$ cat src/rtl/regfile_cmd_ctrl.sv
// Command initiator for the configuration register file: parses write/read
// frames from the serial front end, strobes the register file, returns a response byte.
//
// state     | meaning
// IDLE      | waiting for an opcode byte
// GET_ADDR  | waiting for the address byte
// GET_DATA  | waiting for the write data byte
// CHECK     | address range check
// DO_WRITE  | write strobe to the register file
// DO_READ   | read strobe to the register file
// READ_WAIT | capture registered readback
// SEND      | response byte offered until accepted
module regfile_cmd_ctrl #(
  parameter int         NUMREGS  = 16,
  parameter int         TIMEOUT  = 1024,
  parameter logic [7:0] ACK_BYTE = 8'hA5,
  parameter logic [7:0] NAK_BYTE = 8'h5A
) (
  input  logic       clk,
  input  logic       reset_n,
  input  logic [7:0] rx_data,
  input  logic       rx_valid,
  output logic [7:0] tx_data,
  output logic       tx_valid,
  input  logic       tx_ready,
  output logic [7:0] write_addr,
  output logic [7:0] write_data,
  output logic       write,
  output logic [7:0] read_addr,
  output logic       read,
  input  logic [7:0] read_data,
  output logic       busy,
  output logic [7:0] err_count
);

  localparam logic [2:0] S_IDLE      = 3'd0;
  localparam logic [2:0] S_GET_ADDR  = 3'd1;
  localparam logic [2:0] S_GET_DATA  = 3'd2;
  localparam logic [2:0] S_CHECK     = 3'd3;
  localparam logic [2:0] S_DO_WRITE  = 3'd4;
  localparam logic [2:0] S_DO_READ   = 3'd5;
  localparam logic [2:0] S_READ_WAIT = 3'd6;
  localparam logic [2:0] S_SEND      = 3'd7;

  localparam logic [7:0] OP_WRITE = 8'h57;
  localparam logic [7:0] OP_READ  = 8'h52;

  localparam int unsigned NUMREGS_U = NUMREGS;
  localparam int          CNT_W     = $clog2(TIMEOUT);
  localparam logic [CNT_W-1:0] CNT_LAST = CNT_W'(TIMEOUT - 1);

  logic [2:0]       state;
  logic             is_write;
  logic [7:0]       addr_q;
  logic [7:0]       data_q;
  logic [CNT_W-1:0] timer;
  logic             addr_ok;
  logic             timed_out;
  logic             opcode_ok;
  logic             err_inc;

  assign addr_ok   = ({24'd0, addr_q} < NUMREGS_U);
  assign timed_out = !rx_valid && (timer == CNT_LAST);
  assign opcode_ok = (rx_data == OP_WRITE) || (rx_data == OP_READ);

  assign write    = (state == S_DO_WRITE);
  assign read     = (state == S_DO_READ);
  assign tx_valid = (state == S_SEND);
  assign busy     = (state != S_IDLE);

  // All error sources of one cycle collapse into a single increment.
  always_comb begin
    err_inc = 1'b0;
    unique case (state)
      S_IDLE:                 err_inc = rx_valid && !opcode_ok;
      S_GET_ADDR, S_GET_DATA: err_inc = timed_out;
      S_CHECK:                err_inc = rx_valid || !addr_ok;
      default:                err_inc = rx_valid;
    endcase
  end

  always_ff @(posedge clk or negedge reset_n) begin
    if (!reset_n) begin
      err_count <= 8'h00;
    end else if (err_inc && (err_count != 8'hFF)) begin
      err_count <= err_count + 8'h01;
    end
  end

  always_ff @(posedge clk or negedge reset_n) begin
    if (!reset_n) begin
      state      <= S_IDLE;
      is_write   <= 1'b0;
      addr_q     <= 8'h00;
      data_q     <= 8'h00;
      timer      <= '0;
      tx_data    <= 8'h00;
      write_addr <= 8'h00;
      write_data <= 8'h00;
      read_addr  <= 8'h00;
    end else begin
      timer <= '0;
      unique case (state)
        S_IDLE: begin
          if (rx_valid && opcode_ok) begin
            is_write <= (rx_data == OP_WRITE);
            state    <= S_GET_ADDR;
          end
        end
        S_GET_ADDR: begin
          if (rx_valid) begin
            addr_q <= rx_data;
            state  <= is_write ? S_GET_DATA : S_CHECK;
          end else if (timed_out) begin
            state <= S_IDLE;
          end else begin
            timer <= timer + 1'b1;
          end
        end
        S_GET_DATA: begin
          if (rx_valid) begin
            data_q <= rx_data;
            state  <= S_CHECK;
          end else if (timed_out) begin
            state <= S_IDLE;
          end else begin
            timer <= timer + 1'b1;
          end
        end
        S_CHECK: begin
          if (!addr_ok) begin
            tx_data <= NAK_BYTE;
            state   <= S_SEND;
          end else if (is_write) begin
            write_addr <= addr_q;
            write_data <= data_q;
            state      <= S_DO_WRITE;
          end else begin
            read_addr <= addr_q;
            state     <= S_DO_READ;
          end
        end
        S_DO_WRITE: begin
          tx_data <= ACK_BYTE;
          state   <= S_SEND;
        end
        S_DO_READ: begin
          state <= S_READ_WAIT;
        end
        S_READ_WAIT: begin
          tx_data <= read_data;
          state   <= S_SEND;
        end
        S_SEND: begin
          if (tx_ready) begin
            state <= S_IDLE;
          end
        end
        default: begin
          state <= S_IDLE;
        end
      endcase
    end
  end

endmodule

$ cat config.mk
export PLATFORM = sky130hd
export DESIGN_NAME = regfile_cmd_ctrl
export DESIGN_NICKNAME = d
export VERILOG_FILES = /design/src/rtl/regfile_cmd_ctrl.sv
export SDC_FILE = /design/constraint.sdc
export NUM_CORES = 1
export LEC_CHECK = 0
export CAP_MARGIN = 40
export CORE_ASPECT_RATIO = 0.7
export CORE_MARGIN = 2
export CORE_UTILIZATION = 46
export DETAILED_ROUTE_END_ITERATION = 12
export GPL_TIMING_DRIVEN = 0
export PLACE_DENSITY = 0.76
export SETUP_SLACK_MARGIN = 0.15
export SYNTH_ARGS = -nofsm -noshare
export SYNTH_HDL_FRONTEND = slang
export SYNTH_SLANG_ARGS = --single-unit
$ cat constraint.sdc
create_clock -name clk -period 1.7 [get_ports clk]
set_clock_uncertainty 0.1 [all_clocks]
set_input_delay 0.255 -clock clk [delete_from_list [all_inputs] [get_ports clk]]
set_output_delay 0.255 -clock clk [all_outputs]
set_load 0.01 [all_outputs]
* Word level (Yosys, flattened, before mapping)
Cells that the tools add are included.
Word-level totals: flip-flop bits (word level) 70, latch bits 0, input bits 20, logic and storage cells 64, RAM bits 0, ROM bits 0, memories 0, output and inout port bits 44
Operators by class: add/sub/neg operators 2, bitwise gates (word level) 1, order comparisons 1, div/mod/pow operators 0, multiplexer cells 15, reductions and logical operators 21, shifts and indexed selects 0, $mul 0, equality and inequality tests 14
Operator list (count):
- $mux 10 | 3
- $pmux 8 s3 | 1
- $pmux 3 s7 | 1
- $eq 8x7->1 const B | 2
- $mux 3 | 5
- $eq 3x3->1 const B | 4
- $add 10x1->10 const B | 1
- $eq 10x10->1 const B | 1
- $reduce_and 2->1 | 5
- $add 8x1->8 const B | 1
- $lt 8x5->1 const B | 1
- $mux 8 | 1
- $ne 8x8->1 const B | 1
- $eq 3x2->1 const B | 2
- $reduce_and 3->1 | 2
- $reduce_bool 3->1 | 2
- $logic_and 1x1->1 | 4
- $ne 2x2->1 const B | 2
- $reduce_or 2->1 | 2
- $eq 3x1->1 const B | 1
- $logic_not 1->1 | 3
- $logic_not 3->1 | 1
- $pmux 1 s3 | 1
- $logic_or 1x1->1 | 2
- other kinds (4) | 5

* Logic depth before layout (Yosys ltp)
Gate-level depths: netlist of run 1.
depth in word-level cells 6, gate-level depth with buffers 6, mapped depth without buffers 6

* Worst setup path before layout of run 1
No wires, ideal clock.
path kind flip-flop to flip-flop, from register timer[0], to register err_count[5], setup time 0.126 ns, arrival 1.687 ns, period minus slack after synthesis 1.913 ns, stages on the path, launching flop included 7, setup slack -0.213 ns, path buffers 0, required time 1.474 ns, cells stage by stage dfrtp_1 > ha_1 > and4_4 > nand4_2 > a31oi_4 > or3b_1 > xnor2_1
Between the ends: cells in the longest elaborated chain, start to end 4
Ends and longest elaborated chain:
- start, declared | RTL line 56 | logic [CNT_W-1:0] timer;
- start signal, assigned | RTL line 117 | timer <= timer + 1'b1;
- start signal, assigned | RTL line 127 | timer <= timer + 1'b1;
- $eq 10x10->1 | RTL line 63 | assign timed_out = !rx_valid && (timer == CNT_LAST);
- $logic_and 1x1->1 | RTL line 63
- $pmux 1 s3 | RTL line 74 | unique case (state)
- $logic_and 1x1->1 | RTL line 85 | end else if (err_inc && (err_count != 8'hFF)) begin
- end signal, assigned | RTL line 86 | err_count <= err_count + 8'h01;
- end, declared | RTL line 33 | output logic [7:0] err_count
No other way between the ends. A chain may end at the register's enable or synchronous reset.

* Worst setup path after layout of run 1
from register state[0], to register err_count[5]
Between the ends: cells in the longest elaborated chain, start to end 4, elaborated cells between the ends (all ways) 7, classes of those cells 3 x eq/ne; 1 x mux; 3 x reduce/logical
Ends and longest elaborated chain:
- start, declared | RTL line 52 | logic [2:0] state;
- start signal, assigned | RTL line 113 | state <= is_write ? S_GET_DATA : S_CHECK;
- $eq 3x2->1 / $eq 3x1->1 (equally long branches) | RTL line 74
- $reduce_or 2->1 (no line)
- $pmux 1 s3 * | RTL line 74
- $logic_and 1x1->1 * | RTL line 85
Every way passes the cells marked *; elsewhere a longest branch is shown, timed or not.

==> summary.md, run 1 <==
| Metric | Value |
|---|---|
| Outcome | finished, violations left |
| Failing checks | negative setup slack |
| GRT Residual Overflow | 0 |
| Worst Hold Class | in2reg |
| Die height | 71.78 um |
| Site row count | 24 |
| RR Startpoint | state[0]$_DFFE_PN0P_ |
| Rel. slew slack | 68.52% |
| Layout cell share with drive strength beyond 1 | 39.78% |
| P per Cell Area | 1444 mW/mm^2 |
| CTS Root Buffer Type | clkbuf_8 |
| CTS tree | yes |
| CORE AREA | 0.006276 mm^2 |
| Crit path DAT | 2010 ps |
| Clk_lat worst skew | 350 ps |
| Sequential element share of the synthesized area | 58.02% |
| Fillers | 366 |
| Setup crit end kind | flop |
| Gr usage total | 24.23% |
| Hold wc startpoint | rx_data[5] |
| Vias in the first global route | 2457 |
| WP data required | 1840 ps |
| RSZ-0062 raised after global routing | true |
| Die X | 100.8 um |
| H-tree depth | 3 |
| Final core occ | 75.56% |
| Bufs and invs on worst path | 1 |
| Netlist cell types | 43 |
| Clock slew at reported path FFs | 70 ps |
| Port Buffers | 63 |
| Synth-to-Final Area Change | 57.07% |
| Initial DRC count | 148 |
| Layout Cells excl Fill | 450 |
| Wire per inst | 19.14 um |
| Flops & latches, synth | 70 |
| Fraction of registers with async set/reset | 100.0% |
| Pre-CTS setup slack | -597.6 ps |
| Cells along the critical path | buf_4 > xor2_4 > nand4_4 > a31oi_4 > or3b_4 > xnor2_1 |
| Min Tclk post-route | 1873 ps |
| Post-Syn Area per Cell | 12.13 um^2 |
| Post-Syn Nets | 271 |
| CTS sink cnt | 70 |
| Top_reg_cell synth | dfrtp_1 |
| # nets final | 389 |
| Count of pins over their slew limit | 0 |
| Pre-Repair DR Iteration Count | 5 |
| Fin area | 0.004742 mm^2 |
| Routed Antenna Nets | 0 |
| Maximum clock frequency | 533.9 MHz |
| Synth warn | 0 |
| Max Root-Sink Buffers | 2 |
| Hold_ws | 250.9 ps |
| Critical Path Max Stage Delay | 420 ps |
| Final setup vio count | 23 |
| Drt via density | 5.538 |
| DR DRC count | 0 |
| Crit-path slowest cell | dfrtp_1 |
| Top delay family on crit path | simple AND/OR/NAND/NOR gates |
| Post-synth EDFFs | 0 |
| Pin count of the biggest net entering global routing | 37 |
| Period Utilization, post-route | 110.2% |
| Initial Utilization | 48.11% |
| Routed via count | 2492 |
| CTS buffer count | 9 |
| Crit path from | state[0]$_DFFE_PN0P_ |
| Fin worst setup slack | -172.9 ps |
| Gate Count Post-Synth | 249 |
| Dpl cells | 391 |
| I/O Pins | 64 |
| Worst VDD drop | 0.6860 mV |
| Setup_tns | -1591 ps |
| Die footprint | 0.007238 mm^2 |
| Tightest Pin Transition | 472.2 ps |
| Crit Path Category | reg2reg |
| GPL Wtd Cong | 0.8022 |
| CP startpoint kind | flop |
| DPL Wire Length | 4453 um |
| First-pass GRT wire length | 13140 um |
| Reg-to-reg slack, setup | -170 ps |
| Placed inst area | 0.003881 mm^2 |
| Total power | 6.849 mW |
| Initial antenna violation count | 0 |
| Cell Area, Synth | 0.003019 mm^2 |
| Worst Path Max Fanout | 3 |
| Final hold vios | 0 |
| Leak | 2.363 nW |
| Final Routed Wirelength | 8611 um |
| N_diodes | 0 |
| Max Cap Viol | 0 |
cell usage in the layout (no fill, tap or decap), types with 6 or more instances in the layout:
master / instances
mux2_4: 32
clkbuf_8: 11
o21ai_1: 6
nor2_1: 22
nand2_1: 13
dlygate4sd2_1: 48
xnor2_1: 7
buf_6: 15
buf_4: 30
xor2_1: 8
nor2b_1: 8
a21oi_1: 6
nand3_1: 7
clkdlybuf4s50_1: 10
dfrtp_1: 68
final timing paths:
check                                           end  cells past startpoint
min reg2reg                  tx_data[2]$_DFFE_PN0P_                      2
max                        err_count[5]$_DFFE_PN0P_                      6
min                           data_q[5]$_DFFE_PN0P_                      2
max reg2reg                err_count[5]$_DFFE_PN0P_                      6
min in group asynchronous        timer[5]$_DFF_PN0_                      2
max in group asynchronous      state[1]$_DFFE_PN0P_                      3
cells by family (layout without fill, tap and decap cells):
group	count (synthesis)	count (layout)	share of synthesized area, %
fa+ha+maj	2	2	0.8287
simple gates	87	87	15.79
buf+inv	13	136	1.823
xor+xnor	17	17	4.932
compound gates	27	27	6.300
mux	33	33	12.31
flops	70	70	58.02
layer usage:
metal / vias up / part of all wire (%) / global-route usage, %
met1: 1223 / 43 / 33.70
met4: 0 / 2.8 / 6.697
met2: 140 / 47 / 36.81
met5: - / 0 / 0
li1: 1103 / - / -
met3: 26 / 7.2 / 7.902
sequential cells by signal, summed over array words and instances (netlist names):
name,flops
timer,10
state,3
addr_q,8
err_count,8
is_write,1
write_addr,8
read_addr,8
tx_data,8
data_q,8
write_data,8
report_power, final:
part           internal (mW)  switching [mW]  total [mW]
clock network          0.666           0.646        1.31
logic                   1.71            1.37        3.08
registers               2.10           0.357        2.46
layout make-up:
cell class,count,area (um^2),area share (%)
multi-input combinational,166,1588,33.48
timing repair buffer,107,968.4,20.42
inverter,3,11.26,0.2375
clock buffer,9,123.9,2.612
tap,78,97.59,2.058
sequential,70,1754,36.99
buffer,10,133.9,2.823
clock inverter,7,65.06,1.372
worst register-to-register path, stage by stage, from the launching register on:
cell and delay (ps):
dfrtp_1 420, buf_4 180, xor2_4 220, nand4_4 110, a31oi_4 210, or3b_4 400
xnor2_1 130
cells in the mapped netlist (2+ instances only):
library cell / count / area (um^2)
a2bb2oi_1: 2 / 17.52
ha_1: 2 / 25.02
mux2_2: 33 / 371.6
nand2b_1: 4 / 25.02
nand3_1: 9 / 45.04
clkbuf_1: 4 / 15.01
a21o_1: 2 / 15.01
a21oi_1: 6 / 30.03
dfrtp_1: 70 / 1752
nor3b_1: 3 / 22.52
nand4_1: 4 / 25.02
buf_2: 5 / 25.02
xor2_1: 9 / 78.83
and3_1: 3 / 18.77
nor2_1: 26 / 97.59
o21ai_0: 7 / 35.03
xnor2_1: 8 / 70.07
nor2b_1: 8 / 50.05
nand2_1: 15 / 56.30
and2_1: 4 / 25.02
inv_1: 3 / 11.26
repair_timing:
action,CTS,global route
pin swaps,12,19
hold endpoints to repair,35,0
setup endpoints to repair,108,72
hold buffers,1,0
buffers inserted,30,9
cloned,1,2
gates resized for setup,136,29
Note: power is estimated with default switching activity, not from simulation.
==> inputs of run 2 (changes only) <==
- CORE_MARGIN: 2 -> 1.5
==> run 2 against run 1 <==
The flow still finishes with violations (negative setup slack); count of clock-buffer cells in the layout unchanged; highest routed layer unchanged; first-iteration DRC count increased by 24%; fmax is 2.4% lower; die area down 2.4%; critical path type unchanged; sequential cell count unchanged; largest power group unchanged; combinational power rose by 4%.
==> summary.md, run 2 (synthesis gave the netlist of run 1 again) <==
| Metric | Value |
|---|---|
| Worst VDD drop | 0.6072 mV |
| Site row count | 24 |
| Clk pwr share | 20.8% |
| Rel. slew slack | 73.92% |
| Comb power frac | 44.6% |
| Vias in the first global route | 2438 |
| Net Switching | 2.438 mW |
| Failing checks | negative setup slack |
| H-tree depth | 3 |
| Max Root-Sink Buffers | 2 |
| Gr usage total | 23.86% |
| Sequential fraction of design power | 34.5% |
| CTS tree | yes |
| Reg-to-reg slack, setup | -220 ps |
| CTS buffer count | 9 |
| CTS Root Buffer Type | clkbuf_8 |
| Max Cap Viol | 0 |
| Max FFs per register | 10 |
| Internal power | 4.724 mW |
| Most frequent cells in the layout | dfrtp_1, dlygate4sd2_1, buf_4, buf_6, nor2_1 |
| Pin count of the biggest net entering global routing | 43 |
| Routed via count | 2506 |
| I/O Pins | 64 |
| R2R cell count | 7 |
| DPL Wire Length | 4420 um |
| Hold wc startpoint | rx_data[6] |
| Fin area | 0.004773 mm^2 |
| Sw Share | 34.04% |
| Die footprint | 0.007066 mm^2 |
| CTS sink cnt | 70 |
| Clk_lat worst skew | 350 ps |
| Tightest Pin Transition | 391.2 ps |
| Setup crit end kind | flop |
| Fin worst setup slack | -219.1 ps |
| Pre-Repair DR Iteration Count | 4 |
| Initial Utilization | 48.11% |
| Die height | 70.78 um |
| Final hold vios | 0 |
| DR DRC count | 0 |
| CORE AREA | 0.006276 mm^2 |
| Most common cell after layout, fill and taps aside | dfrtp_1 |
| Port Buffers | 63 |
| Wire per inst | 19.14 um |
| Count of pins over their slew limit | 0 |
| Outcome | finished, violations left |
| Min Tclk post-route | 1919 ps |
| Worst Hold Endpoint | addr_q[6]$_DFFE_PN0P_ |
| GPL Wtd Cong | 0.7909 |
| # nets final | 390 |
| Placed inst area | 0.003881 mm^2 |
| Final core occ | 76.06% |
| P per Cell Area | 1501 mW/mm^2 |
| CP startpoint kind | flop |
| Initial DRC count | 184 |
| Final setup vio count | 46 |
| First-pass GRT wire length | 12700 um |
| Hold path cells | 2 |
| Clock slew at reported path FFs | 80 ps |
| Largest Register | timer |
| Worst Path Max Fanout | 3 |
| GRT Residual Overflow | 0 |
| Crit Path Category | reg2reg |
| N_diodes | 0 |
| Initial antenna violation count | 0 |
| Routed Antenna Nets | 0 |
| Period Utilization, post-route | 112.9% |
| Leak | 2.338 nW |
| Maximum clock frequency | 521.1 MHz |
| Drt via density | 5.557 |
| Die X | 99.83 um |
| Layout cell share with drive strength beyond 1 | 41.29% |
| R2R Path End | err_count[1]$_DFFE_PN0P_ |
| RR Startpoint | state[0]$_DFFE_PN0P_ |
| Worst Hold Class | in2reg |
| Crit path DAT | 2050 ps |
| Synth-to-Final Area Change | 58.10% |
| RSZ-0062 raised after global routing | true |
| Setup_tns | -4110 ps |
| Final Routed Wirelength | 8634 um |
| Fillers | 381 |
| WP data required | 1830 ps |
[run 2: area by class of cell]
| type | instances | area [um^2] | share of cell area, % |
|---|---|---|---|
| buffer | 10 | 132.6 | 2.779 |
| clock buffer | 9 | 123.9 | 2.595 |
| clock inverter | 7 | 98.84 | 2.071 |
| inverter | 3 | 13.76 | 0.2883 |
| multi-input combinational | 166 | 1567 | 32.82 |
| sequential | 70 | 1757 | 36.80 |
| tap | 78 | 97.59 | 2.045 |
| timing repair buffer | 108 | 983.4 | 20.60 |
[run 2: repair_timing]
item                       CTS  global route
resized for setup          131            38
pin swaps                   19            17
hold endpoints to repair    28             0
setup buffers               27            15
setup endpoints to repair  109            72
gates cloned                 1             0
hold buffers                 1             0
[run 2: worst max-delay path, stage by stage (launching register included)]
cell and delay [ps]:
dfrtp_1 420, buf_6 150, nand3b_1 180, a2bb2oi_4 200, a31oi_4 190, buf_4 160
buf_6 90, mux2_2 310
[run 2: worst max path at each step]
stage	slack, ps	start	to
after floorplan	-180	timer[0]$_DFF_PN0_	err_count[5]$_DFFE_PN0P_
after CTS	-130	state[0]$_DFFE_PN0P_	err_count[5]$_DFFE_PN0P_
after detailed placement	-630	rx_valid	state[0]$_DFFE_PN0P_
after global placement	-2080	reset_n	write_addr[4]$_DFFE_PN0P_
final	-220	state[0]$_DFFE_PN0P_	err_count[1]$_DFFE_PN0P_
after global routing	-270	state[0]$_DFFE_PN0P_	err_count[5]$_DFFE_PN0P_
[run 2: routing by layer]
layer	vias up	global-route usage (%)	share of wire (%)
met5	-	0	0
met4	0	9.077	2.8
met3	26	6.324	4.7
met2	91	37.94	49
met1	1287	31.72	44
li1	1102	-	-
[run 2: power groups by stage]
stage	sequential (mW)	clock [mW]	combinational, mW
2_1_floorplan	2.49	0	1.17
3_3_place_gp	2.45	0	1.96
3_5_place_dp	2.47	0	2.03
4_1_cts	2.43	1.51	2.63
5_1_grt	2.54	1.57	3.37
6_report	2.47	1.49	3.20
[run 2: stage by stage]
stage	power, mW	worst slack, ps	cells	hold slack (ps)
2_1_floorplan	3.668	-179.3	249	-140.6
3_3_place_gp	4.417	-2078	390	365.1
3_5_place_dp	4.506	-630.7	391	109.3
4_1_cts	6.576	-131.1	436	232.0
5_1_grt	7.475	-270.5	451	189.1
6_report	7.163	-219.1	451	198.4
